**src/rtl/muldiv_sequencer_pkg.sv**
```systemverilog
// Shared definitions for the RV32M multiply/divide sequencer: op codes, FSM
// states and datapath width.
package muldiv_sequencer_pkg;

  localparam int XLEN    = 32;
  localparam int LATENCY = 34;

  localparam logic [5:0] OP_MUL    = 6'b001000;
  localparam logic [5:0] OP_MULH   = 6'b001001;
  localparam logic [5:0] OP_MULHSU = 6'b001010;
  localparam logic [5:0] OP_MULHU  = 6'b001011;
  localparam logic [5:0] OP_DIV    = 6'b001100;
  localparam logic [5:0] OP_DIVU   = 6'b001101;
  localparam logic [5:0] OP_REM    = 6'b001110;
  localparam logic [5:0] OP_REMU   = 6'b001111;

  typedef enum logic [2:0] {
    S_IDLE,
    S_LOAD,
    S_ITER,
    S_FIX,
    S_DONE
  } state_e;

  function automatic logic is_muldiv(input logic [5:0] sel);
    return (sel[5:2] == 4'b0010) || (sel[5:2] == 4'b0011);
  endfunction

endpackage

```
**src/rtl/muldiv_sequencer_core.sv**
```systemverilog
// Iterative datapath: 64-bit {hi,lo} shift register plus divisor/multiplicand
// register, advancing one shift-add or restoring shift-subtract per step.
module muldiv_sequencer_core
  import muldiv_sequencer_pkg::*;
(
  input  logic                clk,
  input  logic                reset,
  input  logic                load,
  input  logic                step,
  input  logic                div_mode,
  input  logic [XLEN-1:0]     load_a,
  input  logic [XLEN-1:0]     load_b,
  output logic [2*XLEN-1:0]   acc
);

  logic [2*XLEN-1:0] acc_q, acc_d;
  logic [XLEN-1:0]   b_q, b_d;
  logic [XLEN:0]     sum;
  logic [XLEN+1:0]   diff;

  // Multiply shifts right with the carry of the partial add; divide shifts
  // left and keeps the trial difference only when it does not borrow.
  always_comb begin
    acc_d = acc_q;
    b_d   = b_q;
    sum   = {1'b0, acc_q[63:32]} + (acc_q[0] ? {1'b0, b_q} : 33'd0);
    diff  = {1'b0, acc_q[63:31]} - {2'b00, b_q};
    if (load) begin
      acc_d = {32'd0, load_a};
      b_d   = load_b;
    end else if (step) begin
      if (div_mode) begin
        acc_d = diff[33] ? {acc_q[62:0], 1'b0} : {diff[31:0], acc_q[30:0], 1'b1};
      end else begin
        acc_d = {sum, acc_q[31:1]};
      end
    end
  end

  always_ff @(posedge clk) begin
    if (reset) begin
      acc_q <= '0;
      b_q   <= '0;
    end else begin
      acc_q <= acc_d;
      b_q   <= b_d;
    end
  end

  assign acc = acc_q;

endmodule

```
**src/rtl/muldiv_sequencer.sv**
```systemverilog
// RV32M multiply/divide sequencer: FSM, operand sign handling, special-case
// resolution and the registered BUSY/DONE/RESULT outputs around the core.
module muldiv_sequencer
  import muldiv_sequencer_pkg::*;
(
  input  logic            clk,
  input  logic            reset,
  input  logic            start,
  input  logic [5:0]      select,
  input  logic [XLEN-1:0] data1,
  input  logic [XLEN-1:0] data2,
  output logic            busy,
  output logic            done,
  output logic [XLEN-1:0] result
);

  state_e            state_q, state_d;
  logic [5:0]        op_q, op_d;
  logic [XLEN-1:0]   a_q, a_d, b_q, b_d;
  logic [4:0]        cnt_q, cnt_d;
  logic              a_neg_q, a_neg_d, b_neg_q, b_neg_d;
  logic              busy_q, busy_d, done_q, done_d;
  logic [XLEN-1:0]   result_q, result_d;

  logic              a_signed, b_signed;
  logic [XLEN-1:0]   a_mag, b_mag;
  logic [2*XLEN-1:0] acc, prod;
  logic [XLEN-1:0]   quot, rem;
  logic              div_zero, div_ovf;

  muldiv_sequencer_core u_core (
    .clk      (clk),
    .reset    (reset),
    .load     (state_q == S_LOAD),
    .step     (state_q == S_ITER),
    .div_mode (op_q[2]),
    .load_a   (a_mag),
    .load_b   (b_mag),
    .acc      (acc)
  );

  // The core works on magnitudes; signs are stripped here and reapplied in FIX.
  always_comb begin
    a_signed = (op_q == OP_MUL) || (op_q == OP_MULH) || (op_q == OP_MULHSU) ||
               (op_q == OP_DIV) || (op_q == OP_REM);
    b_signed = (op_q == OP_MUL) || (op_q == OP_MULH) ||
               (op_q == OP_DIV) || (op_q == OP_REM);
    a_mag    = (a_signed && a_q[31]) ? (~a_q + 32'd1) : a_q;
    b_mag    = (b_signed && b_q[31]) ? (~b_q + 32'd1) : b_q;
    prod     = (a_neg_q ^ b_neg_q) ? (~acc + 64'd1) : acc;
    quot     = (a_neg_q ^ b_neg_q) ? (~acc[31:0] + 32'd1) : acc[31:0];
    rem      = a_neg_q ? (~acc[63:32] + 32'd1) : acc[63:32];
    div_zero = (b_q == 32'd0);
    div_ovf  = a_signed && (a_q == 32'h8000_0000) && (b_q == 32'hFFFF_FFFF);
  end

  always_comb begin
    state_d  = state_q;
    op_d     = op_q;
    a_d      = a_q;
    b_d      = b_q;
    cnt_d    = cnt_q;
    a_neg_d  = a_neg_q;
    b_neg_d  = b_neg_q;
    busy_d   = busy_q;
    done_d   = 1'b0;
    result_d = result_q;
    unique case (state_q)
      S_IDLE: begin
        if (start && is_muldiv(select)) begin
          op_d    = select;
          a_d     = data1;
          b_d     = data2;
          state_d = S_LOAD;
        end
      end
      S_LOAD: begin
        a_neg_d = a_signed && a_q[31];
        b_neg_d = b_signed && b_q[31];
        cnt_d   = 5'd31;
        busy_d  = 1'b1;
        state_d = S_ITER;
      end
      S_ITER: begin
        cnt_d = cnt_q - 5'd1;
        if (cnt_q == 5'd0) state_d = S_FIX;
      end
      S_FIX: begin
        unique case (op_q)
          OP_MUL:                        result_d = prod[31:0];
          OP_MULH, OP_MULHSU, OP_MULHU:  result_d = prod[63:32];
          OP_DIV, OP_DIVU:               result_d = div_zero ? 32'hFFFF_FFFF :
                                                    div_ovf  ? 32'h8000_0000 : quot;
          OP_REM, OP_REMU:               result_d = div_zero ? a_q :
                                                    div_ovf  ? 32'd0 : rem;
          default:                       result_d = 32'd0;
        endcase
        busy_d  = 1'b0;
        done_d  = 1'b1;
        state_d = S_DONE;
      end
      S_DONE: state_d = S_IDLE;
      default: state_d = S_IDLE;
    endcase
  end

  always_ff @(posedge clk) begin
    if (reset) begin
      state_q  <= S_IDLE;
      op_q     <= '0;
      a_q      <= '0;
      b_q      <= '0;
      cnt_q    <= '0;
      a_neg_q  <= 1'b0;
      b_neg_q  <= 1'b0;
      busy_q   <= 1'b0;
      done_q   <= 1'b0;
      result_q <= '0;
    end else begin
      state_q  <= state_d;
      op_q     <= op_d;
      a_q      <= a_d;
      b_q      <= b_d;
      cnt_q    <= cnt_d;
      a_neg_q  <= a_neg_d;
      b_neg_q  <= b_neg_d;
      busy_q   <= busy_d;
      done_q   <= done_d;
      result_q <= result_d;
    end
  end

  assign busy   = busy_q;
  assign done   = done_q;
  assign result = result_q;

endmodule

```
**config.mk**
```make
export PLATFORM = sky130hd
export DESIGN_NAME = muldiv_sequencer
export DESIGN_NICKNAME = d
export VERILOG_FILES = /design/src/rtl/muldiv_sequencer_pkg.sv /design/src/rtl/muldiv_sequencer_core.sv /design/src/rtl/muldiv_sequencer.sv
export SDC_FILE = /design/constraint.sdc
export NUM_CORES = 1
export LEC_CHECK = 0
export BUFFER_PORTS_ARGS = -buffer_cell sky130_fd_sc_hd__buf_2
export CAP_MARGIN = 20
export CORE_UTILIZATION = 62
export CTS_CLUSTER_SIZE = 16
export DETAILED_ROUTE_END_ITERATION = 12
export PLACE_DENSITY = 0.92
export SETUP_SLACK_MARGIN = 0.15
export SLEW_MARGIN = 20
export SYNTH_ARGS = -nofsm -noshare
export SYNTH_HDL_FRONTEND = slang
export SYNTH_SLANG_ARGS = --single-unit
```
**constraint.sdc**
```tcl
create_clock -name clk -period 4.6 [get_ports clk]
set_clock_uncertainty 0.2 [all_clocks]
set_input_delay 1.38 -clock clk [delete_from_list [all_inputs] [get_ports clk]]
set_output_delay 1.38 -clock clk [all_outputs]
set_load 0.05 [all_outputs]
```
# Yosys cells after proc, flatten, opt, wreduce, memory -nomap -nowiden
# Index checks and enable logic that the tools add are counted.
op_classes:
  addsub: 8
  n_eq_ne: 17
  n_mux: 21
  bitwise: 6
  reduce_logical: 23
op_table:
  columns: ["op", "count"]
  rows:
  - ["two-way mux 32 bit", 11]
  - ["two-way mux 64 bit", 3]
  - ["adder 32 x 1 -> 32 bit (second input constant)", 4]
  - ["inverter 32 bit", 4]
  - ["one-hot mux 32 bit (4 select lines)", 1]
  - ["adder 64 x 1 -> 64 bit (second input constant)", 1]
  - ["== test 32 bit (second input constant)", 2]
  - ["inverter 64 bit", 1]
  - ["== test 6 x 4 -> 1 bit (second input constant)", 8]
  - ["subtractor 33 x 32 -> 34 bit", 1]
  - ["adder 32 x 32 -> 33 bit", 1]
  - ["zero test 32 bit", 1]
  - ["one-hot mux 3 bit (4 select lines)", 1]
  - ["one-hot mux 5 bit (2 select lines)", 1]
  - ["== test 4 x 2 -> 1 bit (second input constant)", 2]
  - ["logical OR 1 bit", 7]
  - ["== test 3 x 2 -> 1 bit (second input constant)", 2]
  - ["two-way mux 3 bit", 2]
  - ["OR reduction 2 bit", 3]
  - ["logical AND 1 bit", 5]
  - ["zero test 5 bit", 1]
  - ["subtractor 5 x 1 -> 5 bit (second input constant)", 1]
  - ["inequality test 2 bit (second input constant)", 2]
  - ["AND reduction 2 bit", 2]
  - ["7 further kinds", 8]
totals:
  ff_bits: 210
  in_bits: 73
  out_inout_bits: 34
  elab_cells: 88

# Logic depth before layout (Yosys ltp)
logic_depth:
  ltp_word: 10
  mapped_depth: 14

# Cells and area by module
# From an unflattened synthesis, not the netlist that was laid out.
hier_totals:
  hier_cells: 2293
  area_unflattened_um2: 16951.3
by_module_without_submodules:
  columns: ["module", "instances", "cells_each", "area_per_inst_um2", "seq_area_each_um2"]
  rows:
  - ["muldiv_sequencer", 1, 1220, 8709.6, 2282.2]
  - ["muldiv_sequencer_core", 1, 1073, 8241.7, 1921.8]

# Worst setup path before layout
# OpenSTA, ideal clock, no wires.
synth_timing:
  path_kind: "reg-to-reg"
  start: "register u_core.acc_q[0], in the netlist u_core.acc[0]"
  end: "register u_core.acc_q[60], in the netlist u_core.acc[60]"
  setup_time_ps: 134
  t_arrival_ps: 3167
  required_ps: 4266
  setup_slack_ps: 1099
  stages_incl_launch_ff: 14
  path_buffers: 1
  synth_period_minus_slack_ps: 3501
  cell_sequence: "dfxtp_1 inv_1 clkbuf_1 nor2_1 ha_1 o211ai_1 o211ai_1 nand2_1 o311ai_0 a31oi_1 o41ai_1 mux2i_1 a2111oi_0 a21oi_1"
synth_between:
  elab_chain_cells: 3
synth_lines:
  columns: ["item", "line_no", "source"]
  rows:
  - ["start: declaration", "muldiv_sequencer_core.sv:16", "logic [2*XLEN-1:0] acc_q, acc_d;"]
  - ["start signal: assignment", "muldiv_sequencer_core.sv:42", "acc_q <= '0;"]
  - ["start signal: assignment", "muldiv_sequencer_core.sv:45", "acc_q <= acc_d;"]
  - ["two-way mux 32 bit", "muldiv_sequencer_core.sv:26", "sum = {1'b0, acc_q[63:32]} + (acc_q[0] ? {1'b0, b_q} : 33'd0);"]
  - ["adder 32 x 32 -> 33 bit", "muldiv_sequencer_core.sv:26", null]
  - ["two-way mux 64 bit", "muldiv_sequencer_core.sv:32", "if (div_mode) begin"]
# No other way between the ends.
# A chain may end at the register's enable or synchronous reset.

# Final worst setup path
# Same ends and word-level chain as after synthesis.

==> run metrics <==
syn nets 2369; Yosys reg bits 210; DRT Wirelength 62400 um; Die ar. 26800 um2; die extent in y 164 um; gp weighted congestion 1.06; most common cell after layout, fill and taps aside nand2_1; sequential share of the synthesized area 26.0%; Routed wire per std cell 24.1 um; number of synthesized flops with an enable pin 0; post-route ant nets 0; Flop pwr share 36.0%; Post-synth ARST share 0%; Int Pwr 3.55 mW; Sw Pwr 1.87 mW; min cycle time layout 4100 ps; Port Buffers 106; Vias 18100; crit path max fanout 26; initial core utilization 63.8%; Placeable Area 25400 um2; HP Class reg -> reg; critical path capture point type register; CTS H-tree lvls 1; largest net degree at the start of global routing 76; CTS tree built; overflow left after global routing 0; area growth from synthesis to layout 9.98%; worst path required time 4820 ps; most frequent cells in the layout 285 x nand2_1, 221 x nor2_1, 219 x a21oi_1; drt pass-1 iters 7; DRC viols 0; clk buf depth 3; CTS Hold Bufs 0; antenna violations before repair 0; Final nets 2386; vias in the first global route 16900; share of cells above drive strength 1 10.5%; critical path startpoint category register; Root Driver clkbuf_16; final setup TNS 0 ps; R2R setup slack 500 ps; hpwl dp 43800 um; Row Count 58; worst slew pin tran 1180 ps; WP data arrival 4320 ps; global-route wire length before repair 94600 um; Max-Cap Viols 0; reg2reg path depth 13; Distinct cells, synth 80; CP Class reg -> reg; Post-DP Area 17000 um2; f_max 244 MHz; hold path cells 2; Peak supply drop 0.000421 V; logic gate share of total power 25.9%; status complete, no violations; Max Slew Vio Count 0; Ys Warns 0; Sink Count 210; Vias/cell 6.99; PwrDens 304 nW/um2; fin area 17800 um2; CTS resizes 0; Slew headroom 21.2%; clock buffer count from CTS 24; clock-pin slew on the worst setup and hold paths 60 ps; Setup violations, final 0; Filler cells 1965; Clk pwr share 38.1%; worst-skew pair later-pin latency 570 ps; leak pwr 6.76 nW; setup bufs post-CTS 0; antenna fix cells 0; Avg Cell Area, Syn 7.29 um2; Post-Syn Area 16200 um2; synthesized instance count 2223; fin crit share 89.2%; RSZ-0062 raised after global routing false; I/O pin cnt 107; drt initial violations 2667; GR Util All Layers 45.7%; Synth Flop Type dfxtp_1; final hold vios 0; die extent in x 164 um; Sw Ratio 34.5%
-- cell usage after synthesis, types with 5 or more instances --
cell       count  area [um2]
a2111oi_0      9        78.8
a211oi_1      99         743
a21o_1        34         255
a21oi_1      221        1110
a221oi_1      19         166
a22o_1        10        87.6
a22oi_1       15         113
a311oi_1       8        70.1
a31oi_1       22         138
and2_1         8        50.1
and3_1         7        43.8
and4_1         5        43.8
buf_1         11        41.3
clkbuf_1     152         571
dfxtp_1      210        4200
ha_1          71         888
inv_1         74         278
mux2_2         9         101
mux2i_1       39         390
nand2_1      287        1080
nand2b_1      11        68.8
nand3_1       35         175
nand4_1       22         138
nand4b_1       5        43.8
nor2_1       221         830
nor2b_1        9        56.3
nor3_1        43         215
nor3b_1        5        37.5
nor4_1        32         200
o211ai_1      21         158
o21a_1         9        67.6
o21ai_0      135         676
o21bai_1       6        45.0
o221ai_1      11        96.3
o22ai_1       12        75.1
o31ai_1       27         203
o41ai_1       11        96.3
or2_2          6        37.5
or3_1         18         113
or4_1         11        82.6
xnor2_1      109         955
xor2_1        87         762
-- worst paths after layout --
check | start | to
max reg2reg | u_core.acc[0]$_SDFFE_PP0P_ | u_core.acc[60]$_SDFFE_PP0P_
min reg2reg | result[31]$_SDFFE_PP0P_ | result[31]$_SDFFE_PP0P_
max | u_core.acc[0]$_SDFFE_PP0P_ | u_core.acc[60]$_SDFFE_PP0P_
min | result[31]$_SDFFE_PP0P_ | result[31]$_SDFFE_PP0P_
-- cell type report --
| type | count | area (um2) | area share, % |
|---|---|---|---|
| multi-input combinational | 1770 | 11100 | 62.5 |
| sequential | 210 | 4210 | 23.6 |
| timing repair buffer | 159 | 943 | 5.30 |
| clock buffer | 35 | 713 | 4.00 |
| tap | 330 | 413 | 2.32 |
| inverter | 75 | 282 | 1.58 |
| clock inverter | 8 | 125 | 0.702 |
-- state kept, by name, indices dropped and copies added, names as in the netlist --
register    flops
a_q            32
b_q            32
busy            1
done            1
u_core.acc     64
state_q         3
cnt_q           5
b_neg_q         1
result         32
op_q            6
a_neg_q         1
u_core.b_q     32
-- power groups by stage --
stage	Combinational (mW)	Sequential (mW)	Clock, mW
6_report	1.40	1.95	2.07
5_1_grt	1.48	1.95	2.11
4_1_cts	1.35	1.95	2.04
3_5_place_dp	1.33	1.98	0
3_3_place_gp	1.31	1.98	0
2_1_floorplan	0.903	1.94	0
-- through the flow --
step | instances | setup slack, ps | power (mW) | hold slack [ps] | util, %
floorplan | 2223 | 1100 | 2.85 | 214 | -
global placement | 2544 | 557 | 3.29 | 228 | 66.8
detailed placement | 2544 | 385 | 3.31 | 244 | 66.8
CTS | 2587 | 383 | 5.33 | 258 | 70.1
global route | 2587 | 303 | 5.55 | 280 | 70.1
finish | 2587 | 497 | 5.42 | 258 | 70.1
-- per-layer routing --
layer / vias to the layer above / global-route usage, % / part of all wire [%]
met5: - / 0 / 0
met4: 0 / 22.9 / 6.1
met3: 322 / 13.8 / 14
met2: 1432 / 68.2 / 41
met1: 8279 / 59.5 / 39
li1: 8050 / - / -
-- worst max-delay path, stage by stage (launching register included) --
cell and delay, ps:
dfxtp_1 380, inv_1 230, buf_4 360, nor2_1 90, ha_1 340, o21ai_0 180
nand2b_1 200, nand2_1 120, o311ai_1 520, a31oi_1 280, o41ai_1 470, mux2i_1 140
a2111oi_0 400, a21oi_1 70
-- logic make-up after synthesis --
logic type,Yosys count,share of synthesized area (%)
AND/OR/NAND/NOR,748,21.2
flip-flops,210,26.0
multiplexers,48,3.04
adder cells (fa/ha/maj),73,5.73
buffers and inverters,243,5.71
AO/OA/AOI/OAI,705,27.8
XOR/XNOR,196,10.6
Power figures use the tool's default switching activity.
